$ cat config.mk
export PLATFORM = sky130hd
export DESIGN_NAME = fetch_ctrl
export DESIGN_NICKNAME = d
export VERILOG_FILES = /design/src/rtl/processor_pkg.sv /design/src/rtl/fetch_ctrl.sv
export SDC_FILE = /design/constraint.sdc
export NUM_CORES = 1
export LEC_CHECK = 0
export CAP_MARGIN = 20
export CORE_ASPECT_RATIO = 0.75
export CORE_MARGIN = 4
export CORE_UTILIZATION = 44
export CTS_CLUSTER_SIZE = 12
export DETAILED_ROUTE_END_ITERATION = 6
export PLACE_DENSITY = 0.84
export SETUP_SLACK_MARGIN = 0.15
export SLEW_MARGIN = 0
export SYNTH_ARGS = -nofsm -noshare
export SYNTH_HDL_FRONTEND = slang
export SYNTH_SLANG_ARGS = --single-unit
$ cat constraint.sdc
create_clock -name fetch_ctrl_clk -period 2.1 [get_ports fetch_ctrl_clk]
set_input_delay 0.63 -clock fetch_ctrl_clk [delete_from_list [all_inputs] [get_ports fetch_ctrl_clk]]
set_output_delay 0.63 -clock fetch_ctrl_clk [all_outputs]
set_load 0.01 [all_outputs]
$ cat src/rtl/processor_pkg.sv
// rtl/processor_pkg.sv - shared constants and fetch state type for the 8-bit processor
package processor_pkg;

    localparam int ADDR_W = 6;
    localparam int PC_W   = 3;
    localparam int DATA_W = 8;

    // Unmapped instruction memory reads as zero, so running off the program halts.
    localparam logic [DATA_W-1:0] HALT_OPCODE = 8'h00;

    typedef enum logic [2:0] {
        IDLE,
        FETCH_DATA,
        FETCH_OPCODE,
        ISSUE,
        HALT
    } fetch_state_t;

endpackage

$ cat src/rtl/fetch_ctrl.sv
// rtl/fetch_ctrl.sv - instruction fetch sequencer: operand/opcode pair fetch, issue, jump and halt
module fetch_ctrl
    import processor_pkg::*;
#(
    parameter int                 ADDR_W      = processor_pkg::ADDR_W,
    parameter int                 PC_W        = processor_pkg::PC_W,
    parameter int                 DATA_W      = processor_pkg::DATA_W,
    parameter logic [DATA_W-1:0]  HALT_OPCODE = processor_pkg::HALT_OPCODE
) (
    input  logic              fetch_ctrl_clk,
    input  logic              fetch_ctrl_rst,
    input  logic              fetch_ctrl_start,
    input  logic              fetch_ctrl_jump,
    input  logic [ADDR_W-1:0] fetch_ctrl_jump_addr,
    output logic [ADDR_W-1:0] fetch_ctrl_instr_mem_addr,
    input  logic [DATA_W-1:0] fetch_ctrl_instr_mem_data,
    output logic [DATA_W-1:0] fetch_ctrl_operand,
    output logic [DATA_W-1:0] fetch_ctrl_opcode,
    output logic              fetch_ctrl_valid,
    input  logic              fetch_ctrl_ready,
    output logic              fetch_ctrl_halted
);

    localparam int IC_W = ADDR_W - PC_W;

    fetch_state_t      state;
    fetch_state_t      state_next;
    logic [ADDR_W-1:0] addr;
    logic [ADDR_W-1:0] addr_inc;
    logic [ADDR_W-1:0] jump_target;
    logic [PC_W-1:0]   pc;
    logic [IC_W-1:0]   ic;
    logic              jump_active;

    // Instruction-counter carry ripples into the PC; the top wraps silently.
    assign {pc, ic}    = addr;
    assign addr_inc    = {pc + PC_W'(&ic), ic + 1'b1};
    assign jump_target = fetch_ctrl_jump_addr & ~ADDR_W'(1);
    assign jump_active = fetch_ctrl_jump &&
                         (state == FETCH_DATA || state == FETCH_OPCODE || state == ISSUE);

    always_ff @(posedge fetch_ctrl_clk or posedge fetch_ctrl_rst) begin
        if (fetch_ctrl_rst) begin
            state <= IDLE;
        end else begin
            state <= state_next;
        end
    end

    always_comb begin
        state_next = state;
        case (state)
            IDLE:         if (fetch_ctrl_start) state_next = FETCH_DATA;
            FETCH_DATA:   state_next = jump_active ? FETCH_DATA : FETCH_OPCODE;
            FETCH_OPCODE: begin
                if (jump_active)                                   state_next = FETCH_DATA;
                else if (fetch_ctrl_instr_mem_data == HALT_OPCODE) state_next = HALT;
                else                                               state_next = ISSUE;
            end
            ISSUE:        if (jump_active || fetch_ctrl_ready) state_next = FETCH_DATA;
            HALT:         if (fetch_ctrl_start) state_next = FETCH_DATA;
            default:      state_next = IDLE;
        endcase
    end

    always_comb begin
        fetch_ctrl_valid  = 1'b0;
        fetch_ctrl_halted = 1'b0;
        case (state)
            ISSUE:   fetch_ctrl_valid  = 1'b1;
            HALT:    fetch_ctrl_halted = 1'b1;
            default: ;
        endcase
    end

    // A jump discards whatever half of the pair is in flight; issued registers hold.
    always_ff @(posedge fetch_ctrl_clk or posedge fetch_ctrl_rst) begin
        if (fetch_ctrl_rst) begin
            addr               <= '0;
            fetch_ctrl_operand <= '0;
            fetch_ctrl_opcode  <= '0;
        end else begin
            if (jump_active) begin
                addr <= jump_target;
            end else begin
                case (state)
                    FETCH_DATA: begin
                        fetch_ctrl_operand <= fetch_ctrl_instr_mem_data;
                        addr               <= addr_inc;
                    end
                    FETCH_OPCODE: begin
                        fetch_ctrl_opcode <= fetch_ctrl_instr_mem_data;
                        addr              <= addr_inc;
                    end
                    default: ;
                endcase
            end
        end
    end

    assign fetch_ctrl_instr_mem_addr = addr;

endmodule

==> flow_summary.ini <==
[logic_synthesis]
synth_cells = 96
ys_top_cells_by_count = dfrtp_1 (25), mux2_2 (16), o21ai_0 (9)
async_reset_ff_share_pct = 100
synth_flop_cell = dfrtp_1
ys_types = 28
postSynthAreaPerCell_um2 = 12.4
synth-warning-count = 0
synth.net_count = 119
synth_edf_count = 0
synth_area_leaders = dfrtp_1 (52%), mux2_2 (15%), ha_1 (4.2%)
yosysSeqAreaShare_pct = 52.5
netlist_area_um2 = 1190
ys_seq_elements = 25
synth.most_common_cell = dfrtp_1
yosysTopAreaCell = dfrtp_1
synth.top_cell.area_share_pct = 52.5

[sta]
skew_ns = 0.0101
setup_viol = 0
setup_ws_ns = 0.164
fmax_ghz = 0.517
fin_crit_ns = 1.94
finalCritPeriodShare_pct = 92.2
maxSlewHeadroom_pct = 61.0
fin_setup_tns_ns = 0
rsz0062_at_grt = yes
hold_viol_final = 0
slew_viol_final = 0
tightest_slew_ns = 0.581

[drt]
drt_iter0_markers = 15
drc_errors = 0
wl_met2_um = 1400
avgViaCountPerCell = 5.11
met1Wirelength_um = 1280
wl_um = 2880
wl_met3_um = 185
antenna_left = 0
wl_per_cell_um = 14.9
highest_layer = met4
via_count = 987
firstDrtPassIters = 4

[worst_setup_path]
reg2regPathDepth = 7
cpPeakStageDelay_ns = 0.56
crit_type = register to primary output
cp-start-kind = register
crit_fanout = 3
path_depth = 1
reg2reg_slack_ns = 0.40
path_cells = clkdlybuf4s50_1
path_delay_family = buffers and inverters
r2r-end = fetch_ctrl_instr_mem_addr[4]$_DFFE_PP0P_
cp_data_arrival_time_ns = 1.31
setup.worst_path.start = fetch_ctrl_instr_mem_addr[4]$_DFFE_PP0P_
cp.buffers_inverters = 1
cp.required_ns = 1.47
setup.worst_path.end_class = primary output
slowest_stage = clkdlybuf4s50_1
r2r_start = fetch_ctrl_instr_mem_addr[0]$_DFFE_PP0P_

[floorplanning]
die_y_um = 53.1
die_w_um = 68.1
coreArea_um2 = 2600
pin_count = 43
start_util_pct = 45.8
dieArea_um2 = 3620
rows = 16

[clock_network]
cts_root_buffer = clkbuf_4
cts.sinks = 25
cts_made_buffers = 3
cts_hold_buf = 0
htreeDepth = 1
cts_buffer_depth = 2
insertion_delay_ns = 0.33
cts_tree = done
path_clk_slew_ns = 0.15

[pwr]
swShare_pct = 34.5
p_leak_nw = 0.822
p_int_mw = 1.61
finalPower_mw = 2.45
netSwitchingPower_mw = 0.846
clock_power_share_pct = 9.2
comb_power_share_pct = 56.4
power_density_nw_per_um2 = 1340
seq_power_share_pct = 34.5
ir_worst_vdd_mv = 0.801

[min_path]
worstHoldPathType = register to register
min_to = fetch_ctrl_operand[0]$_DFFE_PP0P_
hold_depth = 1
hold_start = fetch_ctrl_operand[0]$_DFFE_PP0P_

[global_routing]
grt_pass1_wl_um = 4690
antenna_found_initial = 0
grt.total_usage_pct = 17.8
grt_pass1_vias = 1045
grt.overflow.total = 0
grt_max_degree = 26

[layout]
fin_cells = 193
final_nets = 181
antenna_cells = 0
fillers = 197
final_util_pct = 70.1
syn_to_final_growth_pct = 53.0
drive_gt1_share_pct = 30.6

[placement]
dp_slack_ns = -0.0426
dp_cells = 182
gp_congestion = 0.720
portBuffers = 41
detailed_place_hpwl_um = 2190

[run]
cap_viol_max_count = 0

[outcome]
status = completed
## timing repair
action                     in CTS  in global routing
gates resized for setup         8                  9
buffers inserted                2                  5
pin swaps                       0                  1
setup endpoints to repair       2                 10
## power groups by stage
stage	sequential, mW	combinational, mW	clock (mW)
after floorplan	0.952	0.526	0
after global placement	0.850	1.24	0
after detailed placement	0.870	1.28	0
after CTS	0.852	1.31	0.230
after global routing	0.877	1.50	0.252
final	0.846	1.38	0.225
## layout make-up
class	instances	area [um^2]	area share [%]
Multi-Input combinational cell	66	547	30.0
Clock buffer	3	22.5	1.23
Inverter	2	7.51	0.412
Timing Repair Buffer	60	572	31.3
Clock inverter	1	5.00	0.274
Sequential cell	25	626	34.3
Tap cell	36	45.0	2.47
## how the worst max path moves through the flow
stage | to
finish | fetch_ctrl_instr_mem_addr[4]
global route | fetch_ctrl_halted
CTS | fetch_ctrl_halted
detailed placement | state[1]$_DFFE_PP0P_
global placement | fetch_ctrl_operand[2]$_DFFE_PP0P_
floorplan | fetch_ctrl_halted
## per-layer routing
metal | global-route usage, % | vias up
met5 | 0 | -
met4 | 3.96 | 0
met3 | 6.58 | 2
met2 | 29.0 | 32
met1 | 22.4 | 480
li1 | - | 473
## cells in the final DEF, fill, tap and decap left out, types with 4 or more instances in the layout
master           count
nor3_1               5
dfrtp_1             25
ha_1                 4
buf_4               18
nand3b_1             4
dlymetal6s2s_1       5
a31oi_1              5
o21ai_0              9
clkdlybuf4s50_1     34
mux2_2              16
## cell families (layout without fill, tap and decap cells)
family          count (synthesis)  in the layout  synth area share, %
simple gates                   27             27                 16.2
flops                          25             25                 52.5
mux                            16             16                 15.1
fa+ha+maj                       4              4                 4.20
xor+xnor                        2              2                 1.47
compound gates                 17             17                 8.39
buf+inv                         5             66                 2.20
## stage by stage
step	area (um^2)	hold WS (ns)
after floorplan	1190	0.551
after global placement	1720	0.490
after detailed placement	1720	0.497
after CTS	1760	0.527
after global routing	1820	0.538
final	1820	0.523
## state kept, by name, summed over array words and instances, names as in the netlist
signal,count
fetch_ctrl_opcode,8
fetch_ctrl_operand,8
state,3
fetch_ctrl_instr_mem_addr,6
Note: power is estimated with default switching activity, not from simulation.
